[config.mk]
export PLATFORM = sky130hd
export DESIGN_NAME = aes_rf_out_arbiter
export DESIGN_NICKNAME = d
export VERILOG_FILES = /design/src/rtl/aes_rf_out_arbiter.sv
export SDC_FILE = /design/constraint.sdc
export NUM_CORES = 1
export LEC_CHECK = 0
export CAP_MARGIN = 40
export CORE_MARGIN = 3
export CORE_UTILIZATION = 52
export DETAILED_ROUTE_END_ITERATION = 8
export GPL_ROUTABILITY_DRIVEN = 0
export PLACE_DENSITY = 0.85
export SYNTH_ARGS = -nofsm -noshare
export SYNTH_HDL_FRONTEND = slang
export SYNTH_SLANG_ARGS = --single-unit
export TNS_END_PERCENT = 5
[constraint.sdc]
create_clock -name clk -period 5.9 [get_ports clk]
set_input_delay 1.18 -clock clk [delete_from_list [all_inputs] [get_ports clk]]
set_output_delay 1.18 -clock clk [all_outputs]
set_load 0.005 [all_outputs]
[src/rtl/aes_rf_out_arbiter.sv]
// aes_rf_out_arbiter
//   Packet-locked 2:1 AXI-stream arbiter. It merges the cipher/pass-through
//   path (source 0) and the invcipher path (source 1) into the single stream
//   that feeds the UART transmitter. A grant is held from the first beat
//   through the tlast beat, so the two paths never interleave. The output is
//   fully registered behind a 2-entry skid buffer.
//
// Ports
//   clk, rst        : clock and synchronous active-high reset
//   s0_axis_*       : source 0 stream (tdata/tvalid/tready/tlast)
//   s1_axis_*       : source 1 stream
//   m_axis_*        : merged output stream
//   clr_cnt         : synchronous clear of both packet counters
//   gnt             : one-hot grant, 2'b00 when idle
//   busy            : a packet is locked
//   pkt_cnt0/1      : completed packets per source (wrapping)
module aes_rf_out_arbiter #(
   parameter bit RR_EN  = 1'b1,
   parameter int CNT_W  = 16,
   parameter int DATA_W = 8
) (
   input  logic              clk,
   input  logic              rst,
   input  logic [DATA_W-1:0] s0_axis_tdata,
   input  logic              s0_axis_tvalid,
   output logic              s0_axis_tready,
   input  logic              s0_axis_tlast,
   input  logic [DATA_W-1:0] s1_axis_tdata,
   input  logic              s1_axis_tvalid,
   output logic              s1_axis_tready,
   input  logic              s1_axis_tlast,
   output logic [DATA_W-1:0] m_axis_tdata,
   output logic              m_axis_tvalid,
   input  logic              m_axis_tready,
   output logic              m_axis_tlast,
   input  logic              clr_cnt,
   output logic [1:0]        gnt,
   output logic              busy,
   output logic [CNT_W-1:0]  pkt_cnt0,
   output logic [CNT_W-1:0]  pkt_cnt1
);

   typedef enum logic {IDLE, PASS} state_t;

   state_t                    state;
   logic [1:0]                gnt_q;
   logic                      busy_q;
   logic                      last_gnt;   // 1 = source 1 was served last
   logic                      win;
   logic [1:0]                s_tvalid;
   logic [1:0]                s_tlast;
   logic [1:0][DATA_W-1:0]    s_tdata;
   logic [1:0][CNT_W-1:0]     cnt;

   logic                      in_rdy, in_vld, in_last, acc, pkt_end;
   logic [DATA_W-1:0]         in_data;

   logic                      m_vld, m_last, skid_vld, skid_last;
   logic [DATA_W-1:0]         m_data, skid_data;

   assign s_tvalid = {s1_axis_tvalid, s0_axis_tvalid};
   assign s_tlast  = {s1_axis_tlast,  s0_axis_tlast};
   assign s_tdata  = {s1_axis_tdata,  s0_axis_tdata};

   // Upstream ready depends only on registered state: a free skid slot
   // guarantees room for one more beat whatever m_axis_tready does.
   assign in_rdy  = busy_q && !skid_vld;
   assign in_vld  = |(s_tvalid & gnt_q);
   assign in_data = gnt_q[1] ? s_tdata[1] : s_tdata[0];
   assign in_last = gnt_q[1] ? s_tlast[1] : s_tlast[0];
   assign acc     = in_vld && in_rdy;
   assign pkt_end = acc && in_last;

   assign s0_axis_tready = in_rdy && gnt_q[0];
   assign s1_axis_tready = in_rdy && gnt_q[1];

   // Tie resolution: round-robin prefers the source not served last.
   always_comb begin
      win = 1'b0;
      case (s_tvalid)
         2'b10:   win = 1'b1;
         2'b11:   win = RR_EN ? ~last_gnt : 1'b0;
         default: win = 1'b0;
      endcase
   end

   always_ff @(posedge clk) begin
      if (rst) begin
         state    <= IDLE;
         gnt_q    <= 2'b00;
         busy_q   <= 1'b0;
         last_gnt <= 1'b1;
      end else begin
         case (state)
            IDLE: if (|s_tvalid) begin
               state  <= PASS;
               gnt_q  <= win ? 2'b10 : 2'b01;
               busy_q <= 1'b1;
            end
            PASS: if (pkt_end) begin
               state    <= IDLE;
               gnt_q    <= 2'b00;
               busy_q   <= 1'b0;
               last_gnt <= gnt_q[1];
            end
            default: state <= IDLE;
         endcase
      end
   end

   // Per-source packet counters; clear beats a coincident increment.
   for (genvar i = 0; i < 2; i++) begin : g_cnt
      always_ff @(posedge clk) begin
         if (rst || clr_cnt)
            cnt[i] <= '0;
         else if (pkt_end && gnt_q[i])
            cnt[i] <= cnt[i] + CNT_W'(1);
      end
   end

   // Skid buffer: the output register refills from the skid slot first, then
   // from the input. A beat arriving while the output is stalled parks in
   // the skid slot, which drops upstream ready for the next cycle.
   always_ff @(posedge clk) begin
      if (rst) begin
         m_vld     <= 1'b0;
         m_data    <= '0;
         m_last    <= 1'b0;
         skid_vld  <= 1'b0;
         skid_data <= '0;
         skid_last <= 1'b0;
      end else if (m_axis_tready || !m_vld) begin
         if (skid_vld) begin
            m_vld    <= 1'b1;
            m_data   <= skid_data;
            m_last   <= skid_last;
            skid_vld <= 1'b0;
         end else begin
            m_vld <= acc;
            if (acc) begin
               m_data <= in_data;
               m_last <= in_last;
            end
         end
      end else if (acc) begin
         skid_vld  <= 1'b1;
         skid_data <= in_data;
         skid_last <= in_last;
      end
   end

   assign m_axis_tvalid = m_vld;
   assign m_axis_tdata  = m_data;
   assign m_axis_tlast  = m_last;
   assign gnt           = gnt_q;
   assign busy          = busy_q;
   assign pkt_cnt0      = cnt[0];
   assign pkt_cnt1      = cnt[1];

endmodule
==> metrics.md <==
| Metric | Value |
|---|---|
| Drt first pass iters | 4 |
| FF-to-FF path depth | 4 |
| Min Tclk post-route | roughly 3.1 ns |
| Met1 usage | a little over a quarter |
| Worst Hold Class | reg -> reg |
| Die X | slightly below 80 µm |
| Dpl cell area | 3360 µm² |
| Synth Area in Compound Gates | 21.3% |
| Most frequent cells in the layout | 70 x clkdlybuf4s50_1, 57 x dfxtp_1, 33 x a21oi_1, 24 x nand2_1 |
| VDD IR-drop max | around 0.16 mV |
| Placed Cells | between 400 and 500 |
| H-tree levels | 3 |
| Simple-gate share of the synthesized area | between 20% and 30% |
| Met2 Use GR | 38.4% |
| Final Instance Area | ~3600 µm² |
| Vias in the first global route | approximately 2,400 |
| R2R setup slack | 3.33 ns |
| Clk buf depth | 2 |
| Buf/Inv on CP | 1 |
| Slowest-stage cell, CP | dfxtp_1 |
| Overall power | a little under 0.9 mW |
| Sequential cell area | ~1100 µm² |
| Gr usage total | a little under a quarter |
| Core area | 4820 µm² |
| Slew HR | 51.5% |
| Most common cell after layout, fill and taps aside | clkdlybuf4s50_1 |
| Post-Synth Adder-Cell Area | less than 1% |
| CP Data Required Time | 4.72 ns |
| Crit path cell chain | nor2b_1 -> and2_1 -> clkdlybuf4s50_1 |
| Mapped Avg Cell Area | 8.44 µm² |
| Worst-Margin Slew | roughly 0.73 ns |
| Fin crit share | between 50% and 60% |
| Hold buffers post-CTS | 0 |
| Mux cell area share after synthesis | between 3 and 4% |
| Routed via count | approximately 2,600 |
| Crit-path max FO | 23 |
| Final setup TNS | 0 ns |
| CP max stage delay | between 0.7 and 0.8 ns |
| Status | finished, final reports clean |
| Async set-reset flop share out of synthesis | 0% |
| # port buffers | 70 |
| Critical path endpoint category | output port |
| Layout cell share with drive strength beyond 1 | around 6.6% |
| Post-Syn Nets | 340 |
| FMAX | around 320 MHz |
| Grt total ovfl | 0 |
| Max cap viols | 0 |
| Cell variety after synth | 46 |
| RSZ-0062 raised after global routing | false |
| DR iter-0 viols | approximately 150 |
| # fillers | about 400 |
| DRC errors left | 0 |
| Sequential area share after synthesis | a little over two fifths |
| Die Area | around 6000 µm² |
| Max Transition Viols Final | 0 |
| Critical path arrival | between 1.5 and 2 ns |
| #FFs+latches synth | 57 |
| RR Startpoint | gnt[1] |
| Cts repair resizes | 0 |
| I/O pins | 71 |
| Ant diodes | 0 |
| Worst path depth | 3 |
| Final net count | 402 |
| Routed WL | about 6.5 mm |
| Routed Antenna Nets | 0 |
| Yosys warns | 0 |
| Die height | between 70 and 80 µm |
| CTS clk-pin slew, worst paths | around 0.06 ns |
| Initial Util | between 50% and 60% |
| XOR/XNOR Fraction of Synth Area | 2.97% |
| Met3 Track Usage GR | roughly 5.2% |
| HPWL Detailed | 4.49 mm |
| Main combinational cell family by area after synthesis | simple AND/OR/NAND/NOR gates |
| Cell Area, Synth | around 2700 µm² |
| Worst Setup SP | skid_vld |
| Routed len/inst | 14.5 µm |
| Clock buffer count from CTS | 9 |
| Global-route wire length before repair | roughly 11 mm |
| Row cnt | 25 |
| Synth Instances | between 300 and 400 |
| Reg2reg end | pkt_cnt0[12] |
| Worst Skew | ~0.007 ns |
| Post-CTS setup repair buffer count | 0 |
| CP Launch Type | flop |
| Largest net degree at the start of global routing | 31 |
| Footprint of the multi-input gates | between 1000 and 1500 µm² |
| Power Density | between 200 and 250 nW/µm² |
| Final cell count without fillers | ~450 |
| Root Buffer | clkbuf_8 |
| P_leak | about 1.1 nW |
| Worst-Skew Late Latency | 0.33 ns |
| Syn-to-layout area delta | 35.5% |
| TritonCTS clock tree | built |
| Crit Path Category | reg -> out |
| # setup viols final | 0 |
| DR vias/cell | 5.81 |
| Post-synth top flop | dfxtp_1 |
| Clock Sinks | 57 |
| Final hold violations | 0 |
| Worst setup path endpoint | s1_axis_tready |
| Worst path top cell family by delay | flip-flops |
| Post-synth EDFFs | 0 |
| Antenna violations before repair | 0 |
| Grt peak-use layer | met2 |
-- routing by layer --
layer | part of all wire, % | vias to the layer above
li1 | - | 1282
met1 | 42 | 1205
met2 | 50 | 106
met3 | 6.6 | 12
met4 | 2.1 | 0
met5 | 0 | -
-- worst reg2reg max path: cells and delay by family (launching register included) --
| family | cells | cell delay, ns |
|---|---|---|
| simple gates | 2 | 1.17 |
| compound gates | 2 | 0.54 |
| flops | 1 | 0.79 |
-- through the flow --
step | setup WS (ns) | util [%] | hold slack (ns)
floorplan | 3.29 | - | 0.451
global placement | 2.59 | 69.4 | 0.457
detailed placement | 2.55 | 69.8 | 0.470
CTS | 2.82 | 74.6 | 0.476
global route | 2.70 | 74.6 | 0.512
finish | 2.81 | 74.6 | 0.479
-- power breakdown --
part / internal (mW) / total [mW] / switching, mW
combinational: 0.0312 / 0.0584 / 0.0272
sequential: 0.389 / 0.396 / 0.00698
clock: 0.259 / 0.410 / 0.150
total: 0.680 / 0.864 / 0.185
-- worst min path at each step --
stage,depth (start not counted),to,from,slack (ns)
2_1_floorplan,1,last_gnt,last_gnt,0.45
3_3_place_gp,2,pkt_cnt1[15],pkt_cnt1[15],0.46
5_1_grt,2,m_axis_tlast,m_axis_tlast,0.51
3_5_place_dp,2,m_axis_tdata[4],m_axis_tdata[4],0.47
4_1_cts,2,pkt_cnt0[15],pkt_cnt0[15],0.48
6_report,2,m_axis_tdata[4],m_axis_tdata[4],0.48
-- area by class of cell --
class,instances,share of cell area (%)
clock inverters,5,2.16
repair buffers,72,20.1
flip-flops and latches,57,31.8
well taps,67,2.33
clock buffers,11,4.21
inverters,7,0.731
multi-input cells,229,38.7
-- kinds of logic (layout without fill, tap and decap cells) --
group / after synthesis / after routing
muxes: 9 / 9
buffers and inverters: 28 / 95
DFF: 57 / 57
xor gates and xnor gates: 9 / 9
and+or+nand+nor: 115 / 115
AOI/OAI and AO/OA: 94 / 94
adders and majority gates: 2 / 2
-- synth_stat cells (9+ instances only) --
cell type   n  area share [%]
dfxtp_1    57              43
or4_1      10             2.8
o21ai_0    21             4.0
a211oi_1    9             2.5
nor2_1     21             3.0
nand3_1    18             3.4
or3_1      12             2.8
o31ai_1    10             2.8
mux2i_1     9             3.4
a21oi_1    33             6.2
nand2_1    24             3.4
clkbuf_1   16             2.3
-- state kept, by name, indices dropped and copies added, names as in the netlist --
name,cells
pkt_cnt1,16
skid_vld,1
m_axis_tlast,1
gnt,2
pkt_cnt0,16
m_axis_tdata,8
last_gnt,1
busy,1
m_axis_tvalid,1
state,1
skid_last,1
skid_data,8
Power figures use the tool's default switching activity.
